File: src/rtl/rf_pkg.sv
// Shared constants and helpers for the rf_gen register file and its scoreboard.
package rf_pkg;

    localparam int unsigned DEFAULT_DATA_W      = 8;
    localparam int unsigned DEFAULT_NUM_REGS    = 32;
    localparam int unsigned ZERO_IDX            = 0;
    localparam int unsigned DEFAULT_EXT_IN_IDX  = 30;
    localparam int unsigned DEFAULT_EXT_OUT_IDX = 31;

    // True when a core write or reservation to addr has any architectural effect.
    function automatic logic is_writable(input int unsigned addr, input int unsigned ext_in_idx);
        return (addr != ZERO_IDX) && (addr != ext_in_idx);
    endfunction

endpackage

File: src/rtl/rf_scoreboard.sv
// Per-register pending bits for RAW hazard detection: set on reserve, cleared on write.
module rf_scoreboard
    import rf_pkg::*;
#(
    parameter int unsigned NUM_REGS   = DEFAULT_NUM_REGS,
    parameter int unsigned ADDR_W     = $clog2(NUM_REGS),
    parameter int unsigned EXT_IN_IDX = DEFAULT_EXT_IN_IDX,
    parameter bit          BYPASS     = 1'b1
) (
    input  logic              clk_i,
    input  logic              rst_ni,
    input  logic              rsv_en_i,
    input  logic [ADDR_W-1:0] rsv_addr_i,
    input  logic              clr_en_i,
    input  logic [ADDR_W-1:0] clr_addr_i,
    input  logic [ADDR_W-1:0] rs_addr_i,
    input  logic [ADDR_W-1:0] rt_addr_i,
    output logic              rs_pending_o,
    output logic              rt_pending_o
);

    logic [NUM_REGS-1:0] pending_q, pending_d;
    logic                rs_hit, rt_hit;

    // Reserve is applied after the clear so a same-edge collision leaves the bit set.
    always_comb begin
        pending_d = pending_q;
        if (clr_en_i) begin
            pending_d[clr_addr_i] = 1'b0;
        end
        if (rsv_en_i && is_writable(32'(rsv_addr_i), EXT_IN_IDX)) begin
            pending_d[rsv_addr_i] = 1'b1;
        end
        pending_d[0] = 1'b0;
    end

    always_ff @(posedge clk_i or negedge rst_ni) begin
        if (!rst_ni) begin
            pending_q <= '0;
        end else begin
            pending_q <= pending_d;
        end
    end

    always_comb begin
        rs_hit       = BYPASS && clr_en_i && (clr_addr_i == rs_addr_i);
        rt_hit       = BYPASS && clr_en_i && (clr_addr_i == rt_addr_i);
        rs_pending_o = pending_q[rs_addr_i] && !rs_hit && (rs_addr_i != '0);
        rt_pending_o = pending_q[rt_addr_i] && !rt_hit && (rt_addr_i != '0);
    end

endmodule

File: src/rtl/rf_gen.sv
// Parametrised register file with zero register, external I/O registers, optional
// write-to-read bypass and a pending scoreboard.
module rf_gen
    import rf_pkg::*;
#(
    parameter int unsigned DATA_W      = DEFAULT_DATA_W,
    parameter int unsigned NUM_REGS    = DEFAULT_NUM_REGS,
    parameter int unsigned ADDR_W      = $clog2(NUM_REGS),
    parameter int unsigned EXT_IN_IDX  = DEFAULT_EXT_IN_IDX,
    parameter int unsigned EXT_OUT_IDX = DEFAULT_EXT_OUT_IDX,
    parameter bit          BYPASS      = 1'b1
) (
    input  logic              clk_i,
    input  logic              rst_ni,
    input  logic              wr_en_i,
    input  logic [ADDR_W-1:0] wr_addr_i,
    input  logic [DATA_W-1:0] wr_data_i,
    output logic              wr_stall_o,
    input  logic [ADDR_W-1:0] rs_addr_i,
    input  logic [ADDR_W-1:0] rt_addr_i,
    output logic [DATA_W-1:0] rs_data_o,
    output logic [DATA_W-1:0] rt_data_o,
    input  logic              rsv_en_i,
    input  logic [ADDR_W-1:0] rsv_addr_i,
    output logic              rs_pending_o,
    output logic              rt_pending_o,
    input  logic              ext_valid_i,
    input  logic [DATA_W-1:0] ext_data_i,
    output logic [DATA_W-1:0] ext_out_data_o,
    output logic              ext_out_valid_o,
    input  logic              ext_out_ready_i
);

    if (EXT_IN_IDX == EXT_OUT_IDX) begin : g_err_same_idx
        $error("rf_gen: EXT_IN_IDX and EXT_OUT_IDX must differ");
    end
    if (EXT_IN_IDX == ZERO_IDX || EXT_OUT_IDX == ZERO_IDX) begin : g_err_zero_idx
        $error("rf_gen: external register index must not be 0");
    end
    if (EXT_IN_IDX >= NUM_REGS || EXT_OUT_IDX >= NUM_REGS) begin : g_err_range_idx
        $error("rf_gen: external register index out of range");
    end
    if (NUM_REGS < 4 || (NUM_REGS & (NUM_REGS - 1)) != 0) begin : g_err_num_regs
        $error("rf_gen: NUM_REGS must be a power of two, at least 4");
    end

    localparam logic [ADDR_W-1:0] ExtInAddr  = ADDR_W'(EXT_IN_IDX);
    localparam logic [ADDR_W-1:0] ExtOutAddr = ADDR_W'(EXT_OUT_IDX);

    logic [DATA_W-1:0] regs_q [NUM_REGS];
    logic [DATA_W-1:0] regs_d [NUM_REGS];
    logic              ext_out_valid_q, ext_out_valid_d;
    logic              wr_accept;
    logic              wr_effective;
    logic              byp_ok;

    assign wr_stall_o   = wr_en_i && (wr_addr_i == ExtOutAddr) && ext_out_valid_q
                          && !ext_out_ready_i;
    assign wr_accept    = wr_en_i && !wr_stall_o;
    assign wr_effective = wr_accept && is_writable(32'(wr_addr_i), EXT_IN_IDX);
    assign byp_ok       = BYPASS && wr_effective;

    always_comb begin
        regs_d = regs_q;
        if (wr_effective) begin
            regs_d[wr_addr_i] = wr_data_i;
        end
        if (ext_valid_i) begin
            regs_d[ExtInAddr] = ext_data_i;
        end
    end

    // A new write in the transfer cycle keeps valid high with the fresh data.
    always_comb begin
        ext_out_valid_d = ext_out_valid_q;
        if (wr_accept && (wr_addr_i == ExtOutAddr)) begin
            ext_out_valid_d = 1'b1;
        end else if (ext_out_valid_q && ext_out_ready_i) begin
            ext_out_valid_d = 1'b0;
        end
    end

    always_ff @(posedge clk_i or negedge rst_ni) begin
        if (!rst_ni) begin
            for (int i = 0; i < NUM_REGS; i++) begin
                regs_q[i] <= '0;
            end
            ext_out_valid_q <= 1'b0;
        end else begin
            regs_q          <= regs_d;
            ext_out_valid_q <= ext_out_valid_d;
        end
    end

    always_comb begin
        rs_data_o = regs_q[rs_addr_i];
        if (byp_ok && (rs_addr_i == wr_addr_i)) begin
            rs_data_o = wr_data_i;
        end
        if (rs_addr_i == '0) begin
            rs_data_o = '0;
        end
    end

    always_comb begin
        rt_data_o = regs_q[rt_addr_i];
        if (byp_ok && (rt_addr_i == wr_addr_i)) begin
            rt_data_o = wr_data_i;
        end
        if (rt_addr_i == '0) begin
            rt_data_o = '0;
        end
    end

    assign ext_out_data_o  = regs_q[ExtOutAddr];
    assign ext_out_valid_o = ext_out_valid_q;

    rf_scoreboard #(
        .NUM_REGS   (NUM_REGS),
        .ADDR_W     (ADDR_W),
        .EXT_IN_IDX (EXT_IN_IDX),
        .BYPASS     (BYPASS)
    ) u_scoreboard (
        .clk_i        (clk_i),
        .rst_ni       (rst_ni),
        .rsv_en_i     (rsv_en_i),
        .rsv_addr_i   (rsv_addr_i),
        .clr_en_i     (wr_accept),
        .clr_addr_i   (wr_addr_i),
        .rs_addr_i    (rs_addr_i),
        .rt_addr_i    (rt_addr_i),
        .rs_pending_o (rs_pending_o),
        .rt_pending_o (rt_pending_o)
    );

endmodule

File: config.mk
export PLATFORM = sky130hd
export DESIGN_NAME = rf_gen
export DESIGN_NICKNAME = d
export VERILOG_FILES = /design/src/rtl/rf_pkg.sv /design/src/rtl/rf_scoreboard.sv /design/src/rtl/rf_gen.sv
export SDC_FILE = /design/constraint.sdc
export NUM_CORES = 1
export LEC_CHECK = 0
export CAP_MARGIN = 30
export CORE_UTILIZATION = 45
export DETAILED_ROUTE_END_ITERATION = 10
export PLACE_DENSITY = 0.62
export SYNTH_ARGS = -nofsm -noshare
export SYNTH_HDL_FRONTEND = slang
export SYNTH_SLANG_ARGS = --single-unit
File: constraint.sdc
create_clock -name clk_i -period 7.9 [get_ports clk_i]
set_clock_uncertainty 0.2 [all_clocks]
set_input_delay 1.58 -clock clk_i [delete_from_list [all_inputs] [get_ports clk_i]]
set_output_delay 1.58 -clock clk_i [all_outputs]
set_load 0.1 [all_outputs]
# Yosys cells after proc, flatten, opt, wreduce, memory -nomap -nowiden
# Index checks and enable logic that the tools add are counted.
# Widths: inputs -> output; s select.
# op_classes
order_cmp,10
n_reduce_logical,33
n_eq_ne,7
n_shift,0
n_mux,27
bitwise,6
addsub,0
multipliers,0
div_mod_pow,0
# op_table
cell,count
$bwmux 256,1
$bmux 8 s5,2
$mux 8,10
$mux 32,2
$demux 8 s5,1
$and 32x32->32,1
$not 32->32,1
$or 32x32->32,1
$lt 5x6->1 const B,4
$logic_and 1x1->1,21
$eq 5x5->1,4
$reduce_bool 5->1,4
$ge 6x6->1 const B,3
$not 5->6,3
$mux 16,1
$bmux 1 s5,2
$demux 1 s5,2
$ge 5x1->1 const B,2
$logic_not 5->1,2
$ne 5x5->1 const B,2
$lt 6x1->1 const B,1
$mux 1,6
$eq 5x5->1 const B,1
$logic_not 1->1,4
$reduce_bool 2->1,2
# totals
in_bits,42
memories,0
latch_bits,0
output_inout_bits,28
mem_bits_rw,0
regBits,288
romBits,0

# Longest topological paths before layout
# Gate-level depths: netlist (run 1).
# logic_depth
word_depth,10
depth_mapped,10
mapped_depth_nobuf,5

# By module
# From an unflattened synthesis (run 1), not the netlist that was laid out.
# hier_totals
hier_cells,1250
hier_area_um2,16443.3
# modules_own_cells
mod,cells_each,area_each_um2,instances
rf_gen,1063,14450.1,1
rf_scoreboard,187,1993.2,1

# Least setup slack after synthesis (run 1)
# No wires, ideal clock.
# synth_path
kind,input-to-output
start,input rt_addr_i[1]
end,output rt_data_o[0]
required_ns,6.120
setup_slack_ns,1.194
arrival_ns,4.926
cell_stages,8
path_buffers,3
path_cell_list,buf_2 > buf_2 > buf_1 > nor2b_1 > a22oi_1 > nand3_1 > a22oi_1 > o21ai_0
# synth_via
elab_chain_len,6
# synth_lines
item,line,rtl
start: declaration,rf_gen.sv:20,"input logic [ADDR_W-1:0] rt_addr_i,"
$not 5->6 (implied by the code),rf_gen.sv:106,rt_data_o = regs_q[rt_addr_i];
$bmux 8 s5,rf_gen.sv:106,
$mux 8 (implied by the code) (2 in series),rf_gen.sv:106,
$mux 8,rf_gen.sv:107,if (byp_ok && (rt_addr_i == wr_addr_i)) begin
$mux 8 (*),rf_gen.sv:110,if (rt_addr_i == '0) begin
end: declaration,rf_gen.sv:22,"output logic [DATA_W-1:0] rt_data_o,"
# Mark *: on every way between the ends. The rest lies on a longest branch, timed or not. The select of a mux whose other input is x is not followed.

# Final worst setup path (run 1)
# layout_path
start,input wr_addr_i[4]
end,output rs_data_o[6]
# layout_via
elab_chain_len,10
# layout_lines
item,line,rtl
start: declaration,rf_gen.sv:16,"input logic [ADDR_W-1:0] wr_addr_i,"
$eq 5x5->1,rf_gen.sv:57,assign wr_stall_o = wr_en_i && (wr_addr_i == ExtOutAddr) && ext_out_valid_q
$logic_and 1x1->1 (2 in series),rf_gen.sv:57,
$logic_and 1x1->1,rf_gen.sv:58,&& !ext_out_ready_i;
$logic_not 1->1,rf_gen.sv:59,assign wr_accept = wr_en_i && !wr_stall_o;
$logic_and 1x1->1,rf_gen.sv:59,
$logic_and 1x1->1,rf_gen.sv:60,"assign wr_effective = wr_accept && is_writable(32'(wr_addr_i), EXT_IN_IDX);"
$logic_and 1x1->1 (*),rf_gen.sv:97,if (byp_ok && (rs_addr_i == wr_addr_i)) begin
$mux 8 (*),rf_gen.sv:97,
$mux 8 (*),rf_gen.sv:100,if (rs_addr_i == '0) begin
end: declaration,rf_gen.sv:21,"output logic [DATA_W-1:0] rs_data_o,"
# Mark *: on every way between the ends. The rest lies on a longest branch, timed or not.

==> implementation parameters, run 1 <==
Parameter                              Value

Yosys
  Cell Area, Synth ... roughly 16000 um^2
  Share of flip-flops with an asynchronous set or reset after synthesis ... 100%
  Distinct cells, synth ... a little over 50
  Mean Syn Cell Area ... around 14 um^2
  Number of enable flip-flop cells after synthesis ... 0
  Ys flop type ... sky130_fd_sc_hd__dfrtp_1
  Cell types with the highest counts after synthesis ... sky130_fd_sc_hd__dfrtp_1, sky130_fd_sc_hd__mux2_2, sky130_fd_sc_hd__mux4_2
  Most numerous cell in the Yosys netlist ... sky130_fd_sc_hd__dfrtp_1
  Cells after synthesis ... approximately 1100
  Flip-flop and latch count after synthesis ... approximately 290
  Register area share after synthesis ... between 40% and 50%
  Area share of the largest cell type after synthesis ... a little under half
  Top post-synthesis cells by area ... sky130_fd_sc_hd__dfrtp_1, sky130_fd_sc_hd__mux4_2, sky130_fd_sc_hd__mux2_2, sky130_fd_sc_hd__mux2i_1, sky130_fd_sc_hd__clkbuf_1
  Cell taking the most area after synthesis ... sky130_fd_sc_hd__dfrtp_1
  Syn Nets ... ~1200
  Number of warnings reported in the yosys synthesis log ... 0

Worst setup path
  CP max-delay cell ... sky130_fd_sc_hd__clkdlybuf4s50_1
  Crit path top cell by count ... sky130_fd_sc_hd__buf_4
  Maximum fanout along the worst path ... 18
  Start-to-end type of the worst setup path ... input port to output port
  Launching instance or port of the critical path ... wr_addr_i[4]
  Largest delay share family, worst path ... buffers and inverters
  R2R Path Start ... ext_out_valid_o$_DFFE_PN0P_
  Startpoint Class ... input port
  Critical path capture point type ... output port
  Crit path cell chain ... clkdlybuf4s50_1, or4_4, a21oi_2, nor4bb_2, buf_4, or4_1, a21oi_1, buf_4
  Largest stage delay on the critical path ... slightly below 0.8 ns
  Signal arrival time at the worst endpoint ... roughly 4.6 ns
  Required time reported for the critical path endpoint ... around 6 ns
  Buffers & Inverters on Critical Path ... 3

STA
  Final critical-path required period ... ~6.4 ns
  Hold violation total from the final report ... 0
  Min setup slack post-route ... 1.52 ns
  Count of final max-slew check failures ... 0
  Final period util ... between 80% and 90%
  Peak clock frequency supported by timing ... 0.157 GHz
  Actual slew at the worst max-slew pin ... ~1.0 ns
  RSZ-0062 raised after global routing ... no
  Count of final setup violators ... 0
  Slew Limit Headroom ... between 30% and 40%
  Total negative slack for setup checks ... 0 ns

Clocking
  CTS hold repair buffers ... 0
  Post-CTS Setup Bufs ... 0
  CTS tree ... yes
  Resize count post-CTS ... 0
  H-tree level count ... 1
  Clock-pin slew of the registers on the worst-case setup and hold paths ... approximately 0.060 ns
  Clock buffer count from CTS ... 31
  Sink count of the clock tree ... 288
  CTS Root Buffer Type ... sky130_fd_sc_hd__clkbuf_16
  Clk buf depth ... 3
  Clock network latency to the later pin of the worst-skew pair ... ~0.56 ns

Global routing
  Pin count of the biggest net entering global routing ... approximately 130
  Remaining Overflow, GRT ... 0
  Global-route wire length before repair ... 69600 um
  Number of antenna violations at the first check in global routing ... 0
  Via count of the first global-routing pass ... around 11000
  Global Route Usage Sum ... about 26%

Final layout
  Filler cells ... around 2900
  Ant. Diodes ... 0
  Nets ... about 1200
  Ratio of cells with drive above 1 in the final layout ... between 40 and 50%
  Area added between synthesis and finish ... 13.6%
  Non-filler cells, final ... ~1700

Floorplan
  Starting density of the core ... about 46%
  Placeable core region ... between 30000 and 40000 um^2
  Vertical die dimension ... about 190 um
  Number of I/O pins ... 70
  Site row count ... 68
  Width of the die ... ~190 um
  Die Footprint ... between 30000 and 40000 um^2

Detailed routing
  Detailed-route DRC error count ... 0
  Vias post-DR ... ~10000
  Violation count after the first detailed-route iteration ... roughly 900
  Wire length per cell ... around 27 um
  Total wire length ... about 45000 um
  Antenna Violating Nets Remaining ... 0
  Initial DRT Pass Iterations ... 5
  DR vias/cell ... ~6.3

Place
  Instance count after placement with tap cells included ... 1594
  Count of buffers from port buffering ... around 70
  Dpl ws ... 1.52 ns
  GP Congestion ... about 0.87
  Total half-perimeter wirelength after legalization and detailed placement ... ~30000 um

Run status
  Result of the run ... finished, final reports clean

Power
  Maximum VDD drop ... ~170 uV
  Power density normalized to cell area ... around 260 nW/um^2
  Leak ... about 0.0077 uW

Worst hold path
  Min-delay src ... regs_q[252]$_DFFE_PN0P_
  Type of the tightest min-delay check ... flip-flop to flip-flop

Flow run
  Max cap viols ... 0
[kinds of logic after synthesis]
kind of cell           share of synthesized area (%)
multiplexers                                    39.6
flip-flops                                      45.4
AND/OR/NAND/NOR                                 6.03
buffers and inverters                           3.70
AO/OA/AOI/OAI                                   4.72
XOR/XNOR                                       0.551
[power by group]
group	internal [uW]	switching [uW]	total, uW	leakage, uW
clock	948	622	1570	0.000543
combinational	575	585	1160	0.00347
sequential	1760	209	1970	0.00365
total	3280	1420	4700	0.00766
[per-layer routing]
metal / track usage (%) / up-vias / wire, um
met1: 38.3 / 5550 / 20200
met3: 4.26 / 81 / 2630
li1: - / 4432 / -
met2: 39.1 / 358 / 20600
met4: 8.53 / 0 / 1530
met5: 0 / - / 0
[worst reg2reg max path: cells and delay by family (launching register included)]
family	cells	cell delay, ns
and+or+nand+nor	2	0.39
DFF	1	0.38
muxes	1	0.36
buffers and inverters	1	0.22
[cells in the final DEF, fill, tap and decap left out, types with 6 or more instances in the layout]
cell and instances:
sky130_fd_sc_hd__a22o_1 13, sky130_fd_sc_hd__o21ai_0 23, sky130_fd_sc_hd__or2_2 6, sky130_fd_sc_hd__clkbuf_16 31, sky130_fd_sc_hd__nor3_1 9, sky130_fd_sc_hd__buf_4 53
sky130_fd_sc_hd__o22ai_1 16, sky130_fd_sc_hd__nor2b_1 20, sky130_fd_sc_hd__clkbuf_8 7, sky130_fd_sc_hd__mux4_2 133, sky130_fd_sc_hd__nand3_1 22, sky130_fd_sc_hd__or3_1 8
sky130_fd_sc_hd__dfrtp_1 288, sky130_fd_sc_hd__nand2_1 40, sky130_fd_sc_hd__a22oi_1 21, sky130_fd_sc_hd__a221oi_1 12, sky130_fd_sc_hd__nand4_1 8, sky130_fd_sc_hd__mux2_2 265
sky130_fd_sc_hd__mux2i_1 32, sky130_fd_sc_hd__inv_1 17, sky130_fd_sc_hd__clkdlybuf4s50_1 44, sky130_fd_sc_hd__nor2_1 27, sky130_fd_sc_hd__nand2b_1 9
[area by class of cell]
class                   instances  area (um^2)  share of cell area, %
clock inverters                15          221                   1.23
well taps                     455          569                   3.15
flip-flops and latches        288         7210                   39.9
repair buffers                108          988                   5.48
clock buffers                  41          883                   4.89
inverters                      19         71.3                  0.395
multi-input cells             724         8110                   44.9
[per-stage QoR]
step	hold slack [ns]	area (um^2)	total power [uW]	util (%)
floorplan	0.225	15900	2820	-
global placement	0.162	16800	3110	48.6
detailed placement	0.164	16900	3140	48.9
CTS	0.177	18000	4720	52.1
global route	0.189	18000	4890	52.1
finish	0.174	18000	4700	52.1
[flip-flops by register name, summed over array words and instances, names as in the netlist]
register and count:
ext_out_data_o 8, u_scoreboard.pending_q 31, regs_q 248, ext_out_valid_o 1
[final timing paths]
path | slack [ns] | cells after the start | end
min in group asynchronous | 0.87 | 1 | regs_q[238]$_DFFE_PN0P_
worst min-delay path | 0.17 | 0 | regs_q[252]$_DFFE_PN0P_
worst max-delay path | 1.52 | 8 | rs_data_o[6]
max in group asynchronous | 5.02 | 2 | regs_q[196]$_DFFE_PN0P_
worst min register to register | 0.17 | 0 | regs_q[252]$_DFFE_PN0P_
worst max register to register | 6.25 | 4 | ext_out_data_o[4]$_DFFE_PN0P_
No activity file was read; power rests on OpenSTA's default activity.
==> run 2: changes to the inputs <==
PLACE_DENSITY = 0.65   (was 0.62)
clock period = 5.2 ns   (was 7.9 ns; I/O delays follow)
==> run 2 against run 1 <==
First-iteration DRC count up 9.5%; wire length up 1.2%; global-route usage up 0.25 points; die area unchanged; flip-flop and latch count unchanged; register-to-register slack worse by 2.7 ns; largest cell class unchanged; largest power group unchanged.
==> implementation parameters, run 2 (same netlist as run 1, synthesis figures left out) <==
Parameter                              Value

Worst setup path
  Required time reported for the critical path endpoint ... 3.96 ns (-2.16 ns)
  Signal arrival time at the worst endpoint ... 3.63 ns (-0.97 ns)
  Critical path capture point type ... output port
  CP max-delay cell ... sky130_fd_sc_hd__mux4_2
  Startpoint Class ... input port
  Largest stage delay on the critical path ... 0.51 ns (-0.26 ns)
  Maximum fanout along the worst path ... 30 (+12)
  Crit path cell chain ... buf_4, buf_4, mux4_2, mux2i_1, o22ai_1, nor3_1, a21oi_1, buf_12
  Start-to-end type of the worst setup path ... input port to output port
  Crit path top cell by count ... sky130_fd_sc_hd__buf_4

Final layout
  Top library cells by usage in the layout, fill and taps aside ... sky130_fd_sc_hd__dfrtp_1, sky130_fd_sc_hd__mux2_2, sky130_fd_sc_hd__mux4_2, sky130_fd_sc_hd__buf_4, sky130_fd_sc_hd__clkdlybuf4s50_1
  Most common cell after layout, fill and taps aside ... sky130_fd_sc_hd__dfrtp_1
  Sequential cell area in the final layout ... 7210 um^2 (unchanged)
  Filler cells ... 2890 (-1.7%)
  Max reg flops ... 248 (unchanged)
  Area added between synthesis and finish ... 15.7%
  Fin util ... 53.1% (+0.97 points)
  Ant. Diodes ... 0 (unchanged)
  Ratio of cells with drive above 1 in the final layout ... 45.2% (+0.48 points)
  Largest register by flop count ... regs_q
  Final non-filler cell area ... 18400 um^2 (+1.9%)
  Area of combinational cells with multiple inputs ... 8110 um^2 (about the same)
  Nets ... 1231 (+1.4%)

Floorplan
  Number of I/O pins ... 70 (unchanged)
  Starting density of the core ... 45.9% (unchanged)
  Vertical die dimension ... 190 um (unchanged)
  Placeable core region ... 34600 um^2 (unchanged)
  Die Footprint ... 36100 um^2 (unchanged)
  Site row count ... 68 (unchanged)
  Width of the die ... 190 um (unchanged)

Worst hold path
  Type of the tightest min-delay check ... flip-flop to flip-flop

Detailed routing
  Detailed-route DRC error count ... 0 (unchanged)
  DR vias/cell ... 6.36 (+0.75%)
  Vias post-DR ... 10600 (+1.7%)
  Wire length per cell ... 27.3 um (+0.20%)
  Antenna Violating Nets Remaining ... 0 (unchanged)
  Total wire length ... 45500 um (+1.2%)
  Violation count after the first detailed-route iteration ... 1011 (+9.5%)
  Initial DRT Pass Iterations ... 5 (unchanged)

Place
  Count of buffers from port buffering ... 69 (unchanged)
  GP Congestion ... 0.907 (+4.8%)
  Total half-perimeter wirelength after legalization and detailed placement ... 31000 um (+2.7%)
  Cell Area, Placed ... 17300 um^2 (+2.1%)

STA
  Count of final setup violators ... 0 (unchanged)
  Hold violation total from the final report ... 0 (unchanged)
  Actual slew at the worst max-slew pin ... 1.01 ns (-0.0338 ns)
  RSZ-0062 raised after global routing ... no
  Slew Limit Headroom ... 32.7% (+2.0 points)
  Total negative slack for setup checks ... 0 ns (unchanged)
  Final period util ... between 90% and 100%
  Count of final max-slew check failures ... 0 (unchanged)
  Peak clock frequency supported by timing ... 0.205 GHz
  Final critical-path required period ... 4.87 ns

Clocking
  H-tree level count ... 2 (+1)
  Clock-pin slew of the registers on the worst-case setup and hold paths ... 0.05 ns (about the same)
  Resize count post-CTS ... 0 (unchanged)
  Clock buffer count from CTS ... 34 (+9.7%)
  CTS hold repair buffers ... 0 (unchanged)
  Clk buf depth ... 3 (unchanged)
  Post-CTS Setup Bufs ... 0 (unchanged)
  CTS tree ... yes
  Sink count of the clock tree ... 288 (unchanged)
  Clock network latency to the later pin of the worst-skew pair ... 0.51 ns (-0.05 ns)
  CTS Root Buffer Type ... sky130_fd_sc_hd__clkbuf_16

Global routing
  Pin count of the biggest net entering global routing ... 146 (+16%)
  Number of antenna violations at the first check in global routing ... 0 (unchanged)
  Via count of the first global-routing pass ... 10900 (+1.7%)
  Remaining Overflow, GRT ... 0 (unchanged)
  Global-route wire length before repair ... 70200 um (+0.79%)
  Global Route Usage Sum ... 26.2% (+0.25 points)

Power
  Leak ... 0.00780 uW (+1.8%)
  Maximum VDD drop ... 243 uV (+43%)
  Power density normalized to cell area ... 391 nW/um^2 (+50%)

Run status
  Result of the run ... finished, final reports clean

Flow run
  Max cap viols ... 0 (unchanged)
[run 2: cell count changes in the layout (fill, tap and decap cells not counted), moves of 4 or more]
cell                        change
sky130_fd_sc_hd__o21ai_0        -7
sky130_fd_sc_hd__buf_12        +23
sky130_fd_sc_hd__o21ai_1        +7
sky130_fd_sc_hd__clkbuf_16      +4
sky130_fd_sc_hd__clkbuf_1       +5
sky130_fd_sc_hd__buf_4          -5
sky130_fd_sc_hd__clkbuf_8       +4
sky130_fd_sc_hd__bufinv_16      -5
sky130_fd_sc_hd__clkinv_4       -4
[run 2: metal layers]
metal | vias to the layer above | GRT usage, % | share of wire [%]
met2 | 449 | 40.6 | 47
met4 | 0 | 9.55 | 3.6
met1 | 5598 | 36.2 | 42
met5 | - | 0 | 0
met3 | 94 | 5.88 | 7.9
li1 | 4460 | - | -
[run 2: worst max-delay path, delay by kind of cell]
| family | cells | cell delay [ns] |
|---|---|---|
| AO/OA/AOI/OAI | 2 | 0.29 |
| multiplexers | 2 | 0.82 |
| buffers and inverters | 3 | 0.99 |
| AND/OR/NAND/NOR | 1 | 0.45 |
[run 2: final cells by class]
type / count / area share (%)
Clock inverter: 4 / 0.129
Clock buffer: 54 / 5.75
Inverter: 19 / 0.388
Timing Repair Buffer: 122 / 7.31
Tap cell: 455 / 3.10
Multi-Input combinational cell: 724 / 44.1
Sequential cell: 288 / 39.2
[run 2: final timing paths]
| kind | slack [ns] | depth (start not counted) | startpoint | endpoint |
|---|---|---|---|---|
| max in group asynchronous | 3.28 | 2 | rst_ni | regs_q[50]$_DFFE_PN0P_ |
| worst max-delay path | 0.33 | 8 | rs_addr_i[0] | rs_data_o[5] |
| worst min-delay path | 0.17 | 0 | regs_q[252]$_DFFE_PN0P_ | regs_q[252]$_DFFE_PN0P_ |
| min in group asynchronous | 0.26 | 1 | rst_ni | regs_q[238]$_DFFE_PN0P_ |
| worst max register to register | 3.57 | 4 | ext_out_valid_o$_DFFE_PN0P_ | ext_out_data_o[4]$_DFFE_PN0P_ |
| worst min register to register | 0.17 | 0 | regs_q[252]$_DFFE_PN0P_ | regs_q[252]$_DFFE_PN0P_ |
[run 2: stage by stage]
stage / power, uW / setup WS [ns] / cells / hold WS [ns]
global route: 7470 / 0.240 / 1666 / 0.183
floorplan: 4290 / 0.00392 / 1137 / 0.225
detailed placement: 4890 / 0.313 / 1608 / 0.163
global placement: 4840 / 0.281 / 1605 / 0.163
CTS: 7210 / 0.311 / 1666 / 0.177
finish: 7180 / 0.329 / 1666 / 0.172
[run 2: where the power goes]
| group | internal (uW) | total, uW | leakage, uW | switching [uW] |
|---|---|---|---|---|
| clock network | 1390 | 2300 | 0.000536 | 911 |
| registers | 2670 | 3000 | 0.00365 | 330 |
| logic | 961 | 1880 | 0.00362 | 919 |
| total | 5020 | 7180 | 0.00780 | 2160 |
==> run 3: changes to the inputs <==
GPL_ROUTABILITY_DRIVEN = 0   (was not set)
==> results of run 3 <==
Final layout, timing and power as in run 2 (identical DEF).
